==> src/rtl/mem_arbiter.sv <==
// mem_arbiter: shares one memory port between fetch and tape units.
// Round-robin on conflict; zero sweep after reset or on command.
module mem_arbiter #(
  parameter int width_addr     = 16,
  parameter int width_data     = 16,
  parameter bit clear_on_reset = 1'b1,
  parameter int clear_depth    = 2**width_addr
) (
  input  logic                  clk_in,
  input  logic                  reset_in,
  input  logic                  clear_start_in,
  output logic                  busy_out,
  input  logic                  fetch_req_in,
  input  logic [width_addr-1:0] fetch_addr_in,
  output logic                  fetch_gnt_out,
  output logic                  fetch_rvalid_out,
  output logic [width_data-1:0] fetch_rdata_out,
  input  logic                  data_req_in,
  input  logic                  data_we_in,
  input  logic [width_addr-1:0] data_addr_in,
  input  logic [width_data-1:0] data_wdata_in,
  output logic                  data_gnt_out,
  output logic                  data_rvalid_out,
  output logic [width_data-1:0] data_rdata_out,
  output logic                  mem_enable_out,
  output logic                  mem_is_write_out,
  output logic [width_addr-1:0] mem_addr_out,
  output logic [width_data-1:0] mem_data_out,
  input  logic [width_data-1:0] mem_data_in
);

  localparam logic [0:0] ST_CLEAR = 1'b0;
  localparam logic [0:0] ST_RUN   = 1'b1;
  localparam logic [0:0] ST_INIT  =
    clear_on_reset ? ST_CLEAR : ST_RUN;
  localparam logic [width_addr-1:0] LAST_ADDR =
    width_addr'(clear_depth - 1);

  logic [0:0]            state_q, state_d;
  logic [width_addr-1:0] cnt_q, cnt_d;
  logic                  last_data_q, last_data_d;
  logic                  pend_f_q, pend_f_d;
  logic                  pend_d_q, pend_d_d;
  logic                  run;
  logic                  fetch_win;
  logic                  data_win;

  // Grant: the requester that did not win last time takes a conflict.
  always_comb begin
    run       = (state_q == ST_RUN) && !clear_start_in;
    fetch_win = run && fetch_req_in &&
                (!data_req_in || last_data_q);
    data_win  = run && data_req_in &&
                (!fetch_req_in || !last_data_q);
  end

  // Next state: sweep counter, mode, last winner, reads in flight.
  always_comb begin
    state_d     = state_q;
    cnt_d       = cnt_q;
    last_data_d = last_data_q;
    if (state_q == ST_CLEAR) begin
      cnt_d = cnt_q + 1'b1;
      if (cnt_q == LAST_ADDR) begin
        state_d = ST_RUN;
        cnt_d   = '0;
      end
    end else if (clear_start_in) begin
      state_d = ST_CLEAR;
    end
    if (fetch_win) begin
      last_data_d = 1'b0;
    end else if (data_win) begin
      last_data_d = 1'b1;
    end
    pend_f_d = fetch_win;
    pend_d_d = data_win && !data_we_in;
  end

  // State registers; a reset drops any read still in flight.
  always_ff @(posedge clk_in or posedge reset_in) begin
    if (reset_in) begin
      state_q     <= ST_INIT;
      cnt_q       <= '0;
      last_data_q <= 1'b1;
      pend_f_q    <= 1'b0;
      pend_d_q    <= 1'b0;
    end else begin
      state_q     <= state_d;
      cnt_q       <= cnt_d;
      last_data_q <= last_data_d;
      pend_f_q    <= pend_f_d;
      pend_d_q    <= pend_d_d;
    end
  end

  // Memory port mux: sweep, fetch, tape, or idle (all zero).
  always_comb begin
    mem_enable_out   = 1'b0;
    mem_is_write_out = 1'b0;
    mem_addr_out     = '0;
    mem_data_out     = '0;
    if (reset_in) begin
      mem_enable_out = 1'b0;
    end else if (state_q == ST_CLEAR) begin
      mem_enable_out   = 1'b1;
      mem_is_write_out = 1'b1;
      mem_addr_out     = cnt_q;
    end else if (fetch_win) begin
      mem_enable_out = 1'b1;
      mem_addr_out   = fetch_addr_in;
    end else if (data_win) begin
      mem_enable_out   = 1'b1;
      mem_is_write_out = data_we_in;
      mem_addr_out     = data_addr_in;
      if (data_we_in) begin
        mem_data_out = data_wdata_in;
      end
    end
  end

  // Grants are held low while reset is asserted.
  always_comb begin
    fetch_gnt_out    = fetch_win && !reset_in;
    data_gnt_out     = data_win && !reset_in;
    busy_out         = (state_q == ST_CLEAR);
    fetch_rvalid_out = pend_f_q;
    data_rvalid_out  = pend_d_q;
    fetch_rdata_out  = pend_f_q ? mem_data_in : '0;
    data_rdata_out   = pend_d_q ? mem_data_in : '0;
  end

endmodule

==> config.mk <==
export PLATFORM = sky130hd
export DESIGN_NAME = mem_arbiter
export DESIGN_NICKNAME = d
export VERILOG_FILES = /design/src/rtl/mem_arbiter.sv
export SDC_FILE = /design/constraint.sdc
export NUM_CORES = 1
export LEC_CHECK = 0
export CAP_MARGIN = 25
export CORE_MARGIN = 10
export CORE_UTILIZATION = 35
export DETAILED_ROUTE_END_ITERATION = 8
export PLACE_DENSITY = 0.88
export SLEW_MARGIN = 10
export SYNTH_ARGS = -nofsm -noshare
export SYNTH_HDL_FRONTEND = slang
export SYNTH_SLANG_ARGS = --single-unit
==> constraint.sdc <==
create_clock -name clk_in -period 3.8 [get_ports clk_in]
set_clock_uncertainty 0.2 [all_clocks]
set_input_delay 0.38 -clock clk_in [delete_from_list [all_inputs] [get_ports clk_in]]
set_output_delay 0.38 -clock clk_in [all_outputs]
set_load 0.1 [all_outputs]
==> flow_summary.yaml, run 1 <==
run_status:
  outcome: "completed"
grt:
  grt_pass1_vias: 2032
  grt_use_total_pct: 18.97
  grt-ovfl-total: 0
  grt_start_max_net_pins: 24
  grt_pass1_wl_um: 11630
  grt_antenna_before_repair: 0
place:
  io_buffers: 140
  dp_hpwl_um: 6600
  dpl-instance-area_mm2: 0.003396
  placedCellCount: 381
  gp_congestion: 0.8428
logic_synthesis:
  avgSynthCellArea_um2: 8.333
  syn-cell-area_mm2: 0.001642
  ys_types: 38
  yosys-top-cells-area: "dfrtp_1 29%, and2_1 19%, a221oi_1 8.5%"
  synth_flop_cell: "dfrtp_1"
  synth.most_common_cell: "and2_1"
  synth-seq-area-share_pct: 30.56
  ys_seq_elements: 20
  synthCells: 197
  syn-num-nets: 268
  synthArstFlopShare_pct: 100.0
  yosysTopAreaCellShare_pct: 28.96
  synth_area_leader_cell: "dfrtp_1"
  synth_commonest_cells: "50 x and2_1, 25 x nor2_1, 19 x dfrtp_1"
  synth-edff-count: 0
  ys_warn_count: 0
cells_and_area:
  final_cells: 385
  drive_gt1_share_pct: 27.93
  syn_to_final_growth_pct: 111.2
  postLayoutCellArea_mm2: 0.003467
  n_antenna_cell: 0
  nets: 405
power:
  ir_drop_mv: 0.3741
  p_per_area_mw_per_mm2: 282.3
  p_leak_nw: 1.541
detailed_routing:
  wl_met1_um: 2965
  drtPass1Iterations: 4
  highest_layer: "met4"
  wl_met3_um: 862
  ant_nets: 0
  vias_per_cell: 5.252
  wl_um: 7817
  route.met2.wl_um: 3931
  drc: 0
  drt_iter0_markers: 82
  num_vias: 2022
  wl_per_cell_um: 20.30
critical_path:
  ff2ff_setup_slack_ns: 1.83
  cp-end-kind: "output port"
  path_cells: "clkdlybuf4s50_1 > nand3b_1 > a21oi_1 > buf_4 > and4_1 > and2_1 > buf_12"
  r2r_cells: 5
  worst_setup_path_start_kind: "primary input"
  cp.required_ns: 3.22
  cp_slowest_stage_delay_ns: 0.53
  crit_buf_inv: 3
  cp_slowest_cell: "clkdlybuf4s50_1"
  rr_endpoint: "cnt_q[15]$_DFFE_PP0N_"
  arrival_ns: 2.35
  cp_top_family: "buffers and inverters"
  worst-setup-path-type: "in2out"
  cp_max_fo: 21
  r2r_start: "state_q$_DFF_PP0_"
clock_network:
  cts_root_buf: "clkbuf_8"
  clock_latency_ns: 0.28
  cts.sinks: 20
  cts_resized: 0
  hold_buffers: 0
  htree_num_levels: 1
  cts_tree: "yes"
  cts_buffers: 3
  cts_buffer_depth: 2
  postCtsSetupBuffers: 0
  clk_pin_slew_worst_paths_ns: 0.09
floorplanning:
  die_area_mm2: 0.007830
  die_h_um: 88.49
  io_pins: 141
  die_x_um: 88.49
  core_mm2: 0.004444
  initial_core_util_pct: 36.94
  num_rows: 24
timing:
  min_period_over_period_pct: 77.05
  hold_viol: 0
  maxSlewHeadroom_pct: 34.94
  timing.final.setup_violations: 0
  setup_tns_ns: 0
  tightestPinTransition_ns: 0.9728
  period_needed_ns: 2.928
  rsz0062_at_grt: "false"
  slew_violations: 0
  max_clock_freq_mhz: 341.5
job:
  maxCapViolations: 0
min_path:
  hold_path_class: "in2async"
state kept, by name, summed over array words and instances (netlist names):
name              flops
cnt_q                16
data_rvalid_out       1
fetch_rvalid_out      1
state_q               1
last_data_q           1
worst reg2reg max path, stage by stage, from the launching register on:
cell and delay, ns:
dfrtp_1 0.41, buf_4 0.22, nand4b_1 0.32, nor4_1 0.45, a41oi_1 0.17, nor2_1 0.13
worst max path at each step:
stage / startpoint / end / depth (start not counted)
2_1_floorplan: last_data_q$_DFFE_PP1P_ / mem_addr_out[10] / 5
3_3_place_gp: clear_start_in / mem_addr_out[9] / 6
3_5_place_dp: clear_start_in / mem_addr_out[9] / 6
4_1_cts: clear_start_in / mem_addr_out[9] / 6
5_1_grt: data_req_in / mem_data_out[7] / 7
6_report: data_req_in / mem_data_out[7] / 7
logic make-up (layout without fill, tap and decap cells):
family | Yosys count | count (layout) | share of synthesized area, %
AND/OR/NAND/NOR | 118 | 118 | 43.06
AO/OA/AOI/OAI | 27 | 27 | 13.57
flip-flops | 20 | 20 | 30.56
buffers and inverters | 17 | 153 | 4.497
XOR/XNOR | 13 | 13 | 6.936
adder cells (fa/ha/maj) | 1 | 1 | 0.7621
multiplexers | 1 | 1 | 0.6098
area by class of cell:
| cell class | instances | area, um2 |
|---|---|---|
| Clock buffer | 3 | 41.29 |
| Clock inverter | 1 | 30.03 |
| Fill cell | 280 | 977.2 |
| Inverter | 5 | 18.77 |
| Multi-Input combinational cell | 160 | 1101 |
| Sequential cell | 20 | 501.7 |
| Tap cell | 52 | 65.06 |
| Timing Repair Buffer | 144 | 1709 |
routing by layer:
metal | vias to the layer above | global-route usage, %
met5 | - | 0
met4 | 0 | 3.965
met3 | 5 | 6.250
met2 | 91 | 34.76
met1 | 958 | 20.78
li1 | 968 | -
layout by cell type, fill, tap and decap left out, types with 2 or more instances in the layout:
cell	n
nand2_1	7
nor3_2	6
xor2_1	7
nor3_1	9
buf_12	36
nand4_1	2
clkdlybuf4s50_1	71
a221oi_1	16
buf_4	37
and3_1	3
clkbuf_8	3
nand3_1	3
inv_1	5
xnor2_1	6
nand3b_1	2
a211oi_2	2
nor2_1	25
a21oi_1	4
nor4_1	3
and2_1	50
dfrtp_1	19
power breakdown:
group          leakage (nW)  switching, mW  internal (mW)
Combinational          1.24          0.250          0.189
Clock                0.0357         0.0831          0.141
Sequential            0.263         0.0662          0.249
Total                  1.54          0.400          0.579
per-stage QoR:
stage / power [mW] / hold WS [ns] / worst slack, ns / util (%)
6_report: 0.9788 / 0.3030 / 0.8720 / 78.01
4_1_cts: 0.9810 / 0.3113 / 0.8948 / 78.01
3_5_place_dp: 0.7582 / 0.3025 / 0.8833 / 76.41
2_1_floorplan: 0.5549 / 0.2456 / 0.04210 / -
3_3_place_gp: 0.7491 / 0.3012 / 0.9390 / 76.41
5_1_grt: 1.017 / 0.3469 / 0.7185 / 78.01
(Power assumes the default switching activity.)
==> run 2, diff against run 1 <==
- CORE_UTILIZATION: 35 -> 32
- PLACE_DENSITY: 0.88 -> 0.81
- clock period: 3.8 -> 2.8 ns (I/O delays scaled with it)
==> flow_summary.yaml, run 2 (synthesis results as in run 1) <==
run_status:
  outcome: "completed"
clock_network:
  cts_tree: "yes"
  hold_buffers: 0
  clk_pin_slew_worst_paths_ns: 0.08
  cts_root_buf: "clkbuf_8"
  cts_buffers: 3
  cts_buffer_depth: 2
  cts_resized: 0
  postCtsSetupBuffers: 0
  htree_num_levels: 1
  cts.sinks: 20
  clock_latency_ns: 0.26
timing:
  timing.final.setup_violations: 0
  min_period_over_period_pct: 93.14
  period_needed_ns: 2.608
  rsz0062_at_grt: "false"
  maxSlewHeadroom_pct: 63.17
  slew_violations: 0
  setup_tns_ns: 0
  max_clock_freq_mhz: 383.4
  hold_viol: 0
  tightestPinTransition_ns: 0.5512
critical_path:
  cp-end-kind: "output port"
  cp.required_ns: 2.32
  rr_endpoint: "cnt_q[15]$_DFFE_PP0N_"
  r2r_cells: 5
  cp_max_fo: 19
  worst-setup-path-type: "in2out"
  arrival_ns: 2.13
  worst_setup_path_start_kind: "primary input"
  ff2ff_setup_slack_ns: 0.87
  r2r_start: "state_q$_DFF_PP0_"
floorplanning:
  io_pins: 141
  num_rows: 26
  initial_core_util_pct: 32.56
  core_mm2: 0.005042
  die_h_um: 91.63
  die_area_mm2: 0.008395
  die_x_um: 91.63
min_path:
  hold_path_class: "in2async"
grt:
  grt_start_max_net_pins: 23
  grt_use_total_pct: 17.96
  grt_antenna_before_repair: 0
  grt-ovfl-total: 0
  grt_pass1_wl_um: 12160
  grt_pass1_vias: 2076
place:
  gp_congestion: 0.7996
  io_buffers: 140
  dp_hpwl_um: 6748
detailed_routing:
  num_vias: 2038
  drc: 0
  wl_um: 7887
  drt_iter0_markers: 103
  vias_per_cell: 5.020
  drtPass1Iterations: 4
  wl_per_cell_um: 19.43
  ant_nets: 0
cells_and_area:
  largest_reg_flops: 16
  fillers: 362
  syn_to_final_growth_pct: 120.3
  nets: 408
  regMostFlops: "cnt_q"
  n_antenna_cell: 0
  drive_gt1_share_pct: 32.74
  final_common_cell: "clkdlybuf4s50_1"
  final_cell_mix: "69 x clkdlybuf4s50_1, 50 x and2_1, 41 x buf_4"
power:
  p_leak_nw: 1.579
  ir_drop_mv: 0.5134
  p_per_area_mw_per_mm2: 368.6
  total_power_mw: 1.333
job:
  maxCapViolations: 0
-- run 2: cell types whose count changed in the layout (fill, tap and decap cells not counted) --
cell	before	now
a21oi_1	4	1
a211oi_2	2	0
nor3_4	0	4
nor3_1	9	0
buf_4	37	41
nor3_2	6	11
a211oi_4	0	2
a21oi_2	0	3
buf_12	36	37
clkdlybuf4s50_1	71	69
-- run 2: worst max-delay path by stage --
stage / to / startpoint / slack (ns)
after global routing: mem_addr_out[7] / clear_start_in / 0.07
after global placement: mem_addr_out[3] / clear_start_in / 0.27
final: mem_addr_out[7] / clear_start_in / 0.19
after CTS: mem_addr_out[14] / clear_start_in / 0.17
after floorplan: mem_addr_out[11] / state_q$_DFF_PP0_ / -0.24
after detailed placement: mem_addr_out[14] / clear_start_in / 0.18
-- run 2: where the power goes --
part	switching [mW]	total, mW	internal (mW)
clock	0.0969	0.288	0.191
sequential	0.0911	0.429	0.338
combinational	0.351	0.616	0.265
total	0.539	1.33	0.794
-- run 2: final cells by class --
| class | count | area, um2 | area share [%] |
|---|---|---|---|
| timing repair buffer | 147 | 1739 | 48.10 |
| multi-input combinational | 160 | 1197 | 33.11 |
| sequential | 20 | 501.7 | 13.88 |
| tap | 70 | 87.58 | 2.422 |
| clock buffer | 3 | 41.29 | 1.142 |
| clock inverter | 1 | 30.03 | 0.8304 |
| inverter | 5 | 18.77 | 0.5190 |
-- run 2: metal layers --
metal  GRT usage (%)  share of wire [%]  vias to the layer above
met1           20.66                 39                      970
met4           3.133               0.74                        0
li1                -                  -                      969
met5               0                  0                        -
met3           6.112                9.9                        7
met2           31.75                 50                       92
-- run 2: metrics by stage --
| step | std cells | worst slack, ns | utilization (%) | cell area, um2 | hold WS (ns) |
|---|---|---|---|---|---|
| finish | 406 | 0.1920 | 71.71 | 3616 | 0.2358 |
| global route | 406 | 0.06696 | 71.71 | 3616 | 0.2862 |
| CTS | 406 | 0.1675 | 71.71 | 3616 | 0.2463 |
| detailed placement | 402 | 0.1822 | 70.30 | 3545 | 0.2963 |
| global placement | 402 | 0.2701 | 70.30 | 3545 | 0.3030 |
| floorplan | 197 | -0.2447 | - | 1769 | 0.1456 |
-- run 2: worst max-delay path, stage by stage --
cell	delay [ns]
clkdlybuf4s50_1	0.44
nand3b_1	0.23
a21oi_4	0.47
a221oi_1	0.20
nor3_2	0.28
buf_12	0.21
